### src/rtl/ram64x8_pkg.sv
// Shared types and march-element tables for the 64x8 RAM March C- BIST.
package ram64x8_pkg;

  localparam int ADDR_W = 6;
  localparam int DATA_W = 8;

  typedef enum logic [2:0] {
    ST_IDLE = 3'd0,
    ST_WR   = 3'd1,
    ST_RD   = 3'd2,
    ST_CMP  = 3'd3,
    ST_DONE = 3'd4
  } state_t;

  typedef logic [2:0] elem_t;

  localparam elem_t EL_M0 = 3'd0;
  localparam elem_t EL_M1 = 3'd1;
  localparam elem_t EL_M2 = 3'd2;
  localparam elem_t EL_M3 = 3'd3;
  localparam elem_t EL_M4 = 3'd4;
  localparam elem_t EL_M5 = 3'd5;

  // Descending elements walk 63 -> 0.
  function automatic logic elem_down(input elem_t e);
    case (e)
      EL_M3, EL_M4, EL_M5: elem_down = 1'b1;
      default:             elem_down = 1'b0;
    endcase
  endfunction

  // 1 when the element expects to read the inverted background.
  function automatic logic elem_rd_one(input elem_t e);
    case (e)
      EL_M2, EL_M4: elem_rd_one = 1'b1;
      default:      elem_rd_one = 1'b0;
    endcase
  endfunction

  // 1 when the element writes the inverted background.
  function automatic logic elem_wr_one(input elem_t e);
    case (e)
      EL_M1, EL_M3: elem_wr_one = 1'b1;
      default:      elem_wr_one = 1'b0;
    endcase
  endfunction

  function automatic logic elem_has_wr(input elem_t e);
    case (e)
      EL_M0, EL_M1, EL_M2, EL_M3, EL_M4: elem_has_wr = 1'b1;
      default:                           elem_has_wr = 1'b0;
    endcase
  endfunction

endpackage

### src/rtl/ram64x8_bist_addr_gen.sv
// Up/down address counter with load to either end and terminal-count flag.
module ram64x8_bist_addr_gen
  import ram64x8_pkg::*;
#(
  parameter int W = ADDR_W
) (
  input  logic         clk,
  input  logic         rst_n,
  input  logic         load,
  input  logic         load_top,
  input  logic         step,
  input  logic         down,
  output logic [W-1:0] addr,
  output logic         tc
);

  // Counter register; load has priority over step.
  always_ff @(posedge clk or negedge rst_n) begin
    if (!rst_n) begin
      addr <= {W{1'b0}};
    end else if (load) begin
      addr <= load_top ? {W{1'b1}} : {W{1'b0}};
    end else if (step) begin
      addr <= down ? addr - {{(W-1){1'b0}}, 1'b1} : addr + {{(W-1){1'b0}}, 1'b1};
    end else begin
      addr <= addr;
    end
  end

  assign tc = down ? (addr == {W{1'b0}}) : (addr == {W{1'b1}});

endmodule

### src/rtl/ram64x8_march_bist.sv
// March C- BIST controller for the 64x8 single-port RAM, with functional
// pass-through while idle.
module ram64x8_march_bist #(
  parameter int              ADDR_W = 6,
  parameter int              DATA_W = 8,
  parameter logic [DATA_W-1:0] BG   = 8'h00
) (
  input  logic              clk,
  input  logic              rst_n,
  input  logic              start,
  input  logic [DATA_W-1:0] sys_data,
  input  logic [ADDR_W-1:0] sys_addr,
  input  logic              sys_we,
  output logic [DATA_W-1:0] ram_data,
  output logic [ADDR_W-1:0] ram_addr,
  output logic              ram_we,
  input  logic [DATA_W-1:0] ram_q,
  output logic              busy,
  output logic              done,
  output logic              pass,
  output logic              fail,
  output logic [ADDR_W-1:0] fail_addr,
  output logic [DATA_W-1:0] fail_data,
  output logic [2:0]        fail_elem
);
  import ram64x8_pkg::*;

  state_t            state_r;
  elem_t             elem_r;
  logic              busy_r, done_r, pass_r, fail_r;
  logic [ADDR_W-1:0] fail_addr_r;
  logic [DATA_W-1:0] fail_data_r;
  elem_t             fail_elem_r;
  logic              bist_we_r;
  logic [DATA_W-1:0] bist_data_r;

  logic [ADDR_W-1:0] addr_s;
  logic              tc_s, down_s;
  logic              cnt_load_s, cnt_top_s, cnt_step_s;
  logic [DATA_W-1:0] exp_s, wr_s;
  logic              mismatch_s;
  elem_t             next_elem_s;

  assign down_s      = elem_down(elem_r);
  assign exp_s       = elem_rd_one(elem_r) ? ~BG : BG;
  assign wr_s        = elem_wr_one(elem_r) ? ~BG : BG;
  assign mismatch_s  = (ram_q != exp_s);
  assign next_elem_s = elem_r + 3'd1;

  ram64x8_bist_addr_gen #(.W(ADDR_W)) u_addr_gen (
    .clk      (clk),
    .rst_n    (rst_n),
    .load     (cnt_load_s),
    .load_top (cnt_top_s),
    .step     (cnt_step_s),
    .down     (down_s),
    .addr     (addr_s),
    .tc       (tc_s)
  );

  // Address counter control derived from the current state.
  always_comb begin
    cnt_load_s = 1'b0;
    cnt_top_s  = 1'b0;
    cnt_step_s = 1'b0;
    case (state_r)
      ST_IDLE: begin
        if (start) begin
          cnt_load_s = 1'b1;
        end else begin
          cnt_load_s = 1'b0;
        end
      end
      ST_WR: begin
        if (tc_s) begin
          cnt_load_s = 1'b1;
        end else begin
          cnt_step_s = 1'b1;
        end
      end
      ST_CMP: begin
        if (mismatch_s) begin
          cnt_step_s = 1'b0;
        end else if (!tc_s) begin
          cnt_step_s = 1'b1;
        end else if (elem_r != EL_M5) begin
          cnt_load_s = 1'b1;
          cnt_top_s  = elem_down(next_elem_s);
        end else begin
          cnt_step_s = 1'b0;
        end
      end
      default: begin
        cnt_load_s = 1'b0;
      end
    endcase
  end

  // Sequencer, comparator result capture and registered BIST outputs.
  always_ff @(posedge clk or negedge rst_n) begin
    if (!rst_n) begin
      state_r     <= ST_IDLE;
      elem_r      <= EL_M0;
      busy_r      <= 1'b0;
      done_r      <= 1'b0;
      pass_r      <= 1'b0;
      fail_r      <= 1'b0;
      fail_addr_r <= {ADDR_W{1'b0}};
      fail_data_r <= {DATA_W{1'b0}};
      fail_elem_r <= EL_M0;
      bist_we_r   <= 1'b0;
      bist_data_r <= {DATA_W{1'b0}};
    end else begin
      case (state_r)
        ST_IDLE: begin
          done_r <= 1'b0;
          if (start) begin
            state_r     <= ST_WR;
            elem_r      <= EL_M0;
            busy_r      <= 1'b1;
            pass_r      <= 1'b0;
            fail_r      <= 1'b0;
            fail_addr_r <= {ADDR_W{1'b0}};
            fail_data_r <= {DATA_W{1'b0}};
            fail_elem_r <= EL_M0;
            bist_we_r   <= 1'b1;
            bist_data_r <= BG;
          end
        end
        ST_WR: begin
          if (tc_s) begin
            state_r   <= ST_RD;
            elem_r    <= EL_M1;
            bist_we_r <= 1'b0;
          end
        end
        ST_RD: begin
          state_r     <= ST_CMP;
          bist_we_r   <= elem_has_wr(elem_r);
          bist_data_r <= wr_s;
        end
        ST_CMP: begin
          bist_we_r <= 1'b0;
          if (mismatch_s) begin
            fail_r      <= 1'b1;
            fail_addr_r <= addr_s;
            fail_data_r <= ram_q;
            fail_elem_r <= elem_r;
            state_r     <= ST_DONE;
            busy_r      <= 1'b0;
            done_r      <= 1'b1;
          end else if (!tc_s) begin
            state_r <= ST_RD;
          end else if (elem_r == EL_M5) begin
            pass_r  <= 1'b1;
            state_r <= ST_DONE;
            busy_r  <= 1'b0;
            done_r  <= 1'b1;
          end else begin
            elem_r  <= next_elem_s;
            state_r <= ST_RD;
          end
        end
        ST_DONE: begin
          done_r  <= 1'b0;
          state_r <= ST_IDLE;
        end
        default: begin
          state_r   <= ST_IDLE;
          busy_r    <= 1'b0;
          done_r    <= 1'b0;
          bist_we_r <= 1'b0;
        end
      endcase
    end
  end

  // The RAM belongs to the functional port whenever no test is running.
  assign ram_we    = busy_r ? bist_we_r   : sys_we;
  assign ram_addr  = busy_r ? addr_s      : sys_addr;
  assign ram_data  = busy_r ? bist_data_r : sys_data;

  assign busy      = busy_r;
  assign done      = done_r;
  assign pass      = pass_r;
  assign fail      = fail_r;
  assign fail_addr = fail_addr_r;
  assign fail_data = fail_data_r;
  assign fail_elem = fail_elem_r;

endmodule
### config.mk
export PLATFORM = sky130hd
export DESIGN_NAME = ram64x8_march_bist
export DESIGN_NICKNAME = d
export VERILOG_FILES = /design/src/rtl/ram64x8_pkg.sv /design/src/rtl/ram64x8_bist_addr_gen.sv /design/src/rtl/ram64x8_march_bist.sv
export SDC_FILE = /design/constraint.sdc
export NUM_CORES = 1
export LEC_CHECK = 0
export CORE_AREA = 2 2 68 70
export DETAILED_ROUTE_END_ITERATION = 8
export DIE_AREA = 0 0 70 72
export PLACE_DENSITY_LB_ADDON = 0.08
export SLEW_MARGIN = 10
export SYNTH_ARGS = -nofsm -noshare
export SYNTH_HDL_FRONTEND = slang
export SYNTH_SLANG_ARGS = --single-unit
### constraint.sdc
create_clock -name clk -period 5.55 [get_ports clk]
set_input_delay 0.8325 -clock clk [delete_from_list [all_inputs] [get_ports clk]]
set_output_delay 0.8325 -clock clk [all_outputs]
set_load 0.01 [all_outputs]
==> results.txt <==
----------------------------------------------------
[Timing]
  Final Cycle Share ... 0.555
  Max-slew violations ... 0
  Measured slew at the worst slew-check pin ... 955 ps
  Count of endpoints failing setup in the final report ... 0
  Max-slew headroom at the worst pin ... 0.364
  Largest clock skew in the final design ... approximately 3 ps
  Post-Route Setup TNS ... 0 ps
  Hold Violations, Final ... 0
  RSZ-0062 raised after global routing ... no
  FMAX ... between 0.3 and 0.4 GHz
  Time the worst path needs with I/O delays and setup ... a little over 3000 ps
  Final WS setup ... roughly 2500 ps

[Power]
  Final Power ... ~1.4 mW
  Flop pwr share ... 0.328
  Logic pwr share ... 0.525
  Power density relative to cell area ... 476 mW/mm2
  Worst vdd rail ir drop ... around 0.00028 V
  Clock network power share ... 0.147
  Internal power summed over all cells ... 0.824 mW
  Net switching fraction of the power ... 0.401
  Leakage ... about 1.3 nW
  Net switching component of the power ... between 0.5 and 0.6 mW

[Clock network]
  Setup Fix Bufs, Post-CTS ... 0
  Post-CTS clock slew at the launch and capture registers of the worst setup and hold paths ... 80 ps
  CTS Sinks ... 35
  Number of clock buffers inserted by TritonCTS ... 5
  Max H-tree Level ... 2
  CTS root buf ... sky130_fd_sc_hd__clkbuf_8
  Post-cts hold buffer count ... 0
  Clk buf depth ... 2
  Post_cts resized ... 0
  TritonCTS clock tree ... yes
  Clock Latency Late Sink ... 290 ps

[Die]
  Starting density of the core ... 0.504
  Core area ... ~0.0043 mm2
  Horizontal die dimension ... ~70 um
  Row count ... 24
  I/O pin count ... slightly above 60
  DIE HEIGHT ... slightly above 70 um
  Area of the die ... about 0.0050 mm2

[GRT]
  Vias in the first global route ... roughly 1900
  Leftover overflow at the end of global routing ... 0
  Wire length of the first global-routing pass ... just under 9000 um
  Maximum number of pins on one net before global-route repair ... 36
  Overall routing resource usage ... 0.214
  Initial antenna violation count ... 0

[Outcome]
  Status ... finished, final reports clean

[Worst hold path]
  Type of the worst min-delay path ... register to register

[Synth]
  Cell taking the most area after synthesis ... sky130_fd_sc_hd__dfrtp_1
  Synthesized instance count ... roughly 240
  Proportion of netlist area held by the largest area contributor ... 0.407
  EDFF count, synth ... 0
  Top-count cell post-synth ... sky130_fd_sc_hd__nand2_1
  Net count of the mapped netlist ... 281
  Most frequent cells after synthesis ... sky130_fd_sc_hd__nand2_1 (41), sky130_fd_sc_hd__dfrtp_1 (35), sky130_fd_sc_hd__o21ai_0 (33)
  Synthesized cell area ... 0.00215 mm2
  Async set-or-reset flop fraction in the synthesized netlist ... 1.00
  Cells taking the most area after synthesis ... sky130_fd_sc_hd__dfrtp_1 (41%), sky130_fd_sc_hd__o21ai_0 (7.7%), sky130_fd_sc_hd__nand2_1 (7.2%), sky130_fd_sc_hd__ha_1 (7.0%), sky130_fd_sc_hd__mux2_2 (4.2%)
  YS warnings ... 0
  Syn_area_per_cell ... 8.88 um2
  Yosys cell types ... 45
  Part of the Yosys area used for sequential elements ... 0.407
  Number of register bits inferred by synthesis ... 35
  Most common flop cell mapped by yosys ... sky130_fd_sc_hd__dfrtp_1

[Finish]
  Filler cell count ... around 340
  Area growth from synthesis to layout ... 34.5%
  Post-layout utilization of the core ... 0.678
  Share of layout cells above drive strength 1 ... 0.119
  Final cell area excluding filler cells ... 0.00289 mm2
  Post-layout nets ... 340
  Antenna diodes ... 0

[Critical path]
  Largest fanout of any net on the critical path ... 20
  Start-to-end type of the worst setup path ... input port to register
  Crit-path slowest cell ... sky130_fd_sc_hd__a22oi_1
  Signal arrival time at the worst endpoint ... about 3300 ps
  Crit. End Element ... register
  Data required time at the worst endpoint ... about 5800 ps
  Ordered list of cells on the worst path ... clkdlybuf4s50_1 > nand2_1 > or3_2 > a22oi_1 > or2_2 > o22a_2
  Buffer and inverter count on the worst path ... 1
  Stage delay of the slowest cell on the critical path ... 790 ps
  Startpoint types ... input port
  Family of cells with the greatest summed delay on the critical path ... simple AND/OR/NAND/NOR gates

[Route]
  Count of TritonRoute iterations in the first routing pass ... 5
  Total routed wirelength ... approximately 5100 um
  Post-DR vias/cell ... approximately 5.5
  Post-route DRC violation count ... 0
  Number of vias in the routed layout ... approximately 1900
  Routed Antenna Nets ... 0
  Number of DRC markers after the initial detailed-route iteration ... ~150
  Average wire per standard cell ... around 14 um

[Run]
  Max capacitance violation total ... 0

[Placement]
  Pre-CTS setup slack ... 2180 ps
  Post-detailed-placement half-perimeter wirelength ... approximately 3800 um
  Routability cong. ... 0.796
  Buffers added on ports ... approximately 60
  Instance area at placement ... approximately 0.0028 mm2

----------------------------------------------------
-- power groups by stage --
| stage | clock [mW] | combinational [mW] | sequential [mW] |
|---|---|---|---|
| 2_1_floorplan | 0 | 0.462 | 0.420 |
| 3_3_place_gp | 0 | 0.714 | 0.454 |
| 3_5_place_dp | 0 | 0.727 | 0.455 |
| 4_1_cts | 0.204 | 0.730 | 0.450 |
| 5_1_grt | 0.214 | 0.798 | 0.470 |
| 6_report | 0.202 | 0.722 | 0.452 |
-- cell type report --
class	instances	area, um2	share of cell area
Clock inverter	2	16.3	0.00563
Clock buffer	6	82.6	0.0286
Tap cell	52	65.1	0.0225
Timing Repair Buffer	63	626	0.216
Sequential cell	35	876	0.303
Inverter	20	75.1	0.0260
Multi-Input combinational cell	176	1150	0.398
-- flip-flops by register name (all words and copies together), names as in the netlist --
name	flops
bist_data_r	1
done	1
busy	1
fail_elem	3
fail_addr	6
bist_we_r	1
fail	1
elem_r	3
state_r	3
fail_data	8
u_addr_gen.addr	6
pass	1
-- worst register-to-register path: cells and delay by family, from the launching register on --
kind,cells,cell delay [ps]
flops,1,450
fa+ha+maj,1,260
simple gates,2,680
buf+inv,1,140
compound gates,4,1300
-- placed cells by master (no fill, tap or decap), types with 2 or more instances in the layout --
cell and n:
sky130_fd_sc_hd__a21o_1 4, sky130_fd_sc_hd__a21oi_1 13, sky130_fd_sc_hd__a31oi_1 2, sky130_fd_sc_hd__and3_2 3, sky130_fd_sc_hd__buf_4 2, sky130_fd_sc_hd__clkbuf_8 6, sky130_fd_sc_hd__clkdlybuf4s50_1 61, sky130_fd_sc_hd__dfrtp_1 35
sky130_fd_sc_hd__ha_1 12, sky130_fd_sc_hd__inv_1 20, sky130_fd_sc_hd__mux2_2 8, sky130_fd_sc_hd__nand2_1 41, sky130_fd_sc_hd__nand4_1 4, sky130_fd_sc_hd__nor2_1 13, sky130_fd_sc_hd__nor3_2 2, sky130_fd_sc_hd__nor4_1 5
sky130_fd_sc_hd__o211ai_1 2, sky130_fd_sc_hd__o21a_1 2, sky130_fd_sc_hd__o21ai_0 33, sky130_fd_sc_hd__o22a_2 5, sky130_fd_sc_hd__o22ai_1 2, sky130_fd_sc_hd__or2_2 2, sky130_fd_sc_hd__xnor2_1 2, sky130_fd_sc_hd__xor2_1 2
-- per-stage QoR --
stage	cells	hold WS, ps
6_report	354	498
5_1_grt	354	542
4_1_cts	354	501
3_5_place_dp	346	477
3_3_place_gp	346	466
2_1_floorplan	242	466
-- cells by family after synthesis --
group                      count (synthesis)  synth area share
and+or+nand+nor                           78             0.179
AOI/OAI and AO/OA                         72             0.212
DFF                                       35             0.407
buffers and inverters                     31            0.0594
adders and majority gates                 13            0.0792
muxes                                      9            0.0466
xor gates and xnor gates                   4            0.0163
-- final timing paths --
path	start	to	slack, ps	depth (start not counted)
max	start	u_addr_gen.addr[3]	2470	6
min	fail	fail	500	1
max reg2reg	elem_r[0]	u_addr_gen.addr[3]	2670	8
min reg2reg	fail	fail	500	1
max in group asynchronous	rst_n	fail_addr[3]	4280	2
min in group asynchronous	rst_n	fail_data[4]	950	2
-- metal layers --
metal	vias up	global-route usage	part of all wire
li1	970	-	-
met2	33	0.361	0.49
met1	925	0.272	0.46
met5	-	0	0
met3	8	0.0444	0.031
met4	0	0.0833	0.016
(Power assumes the default switching activity.)
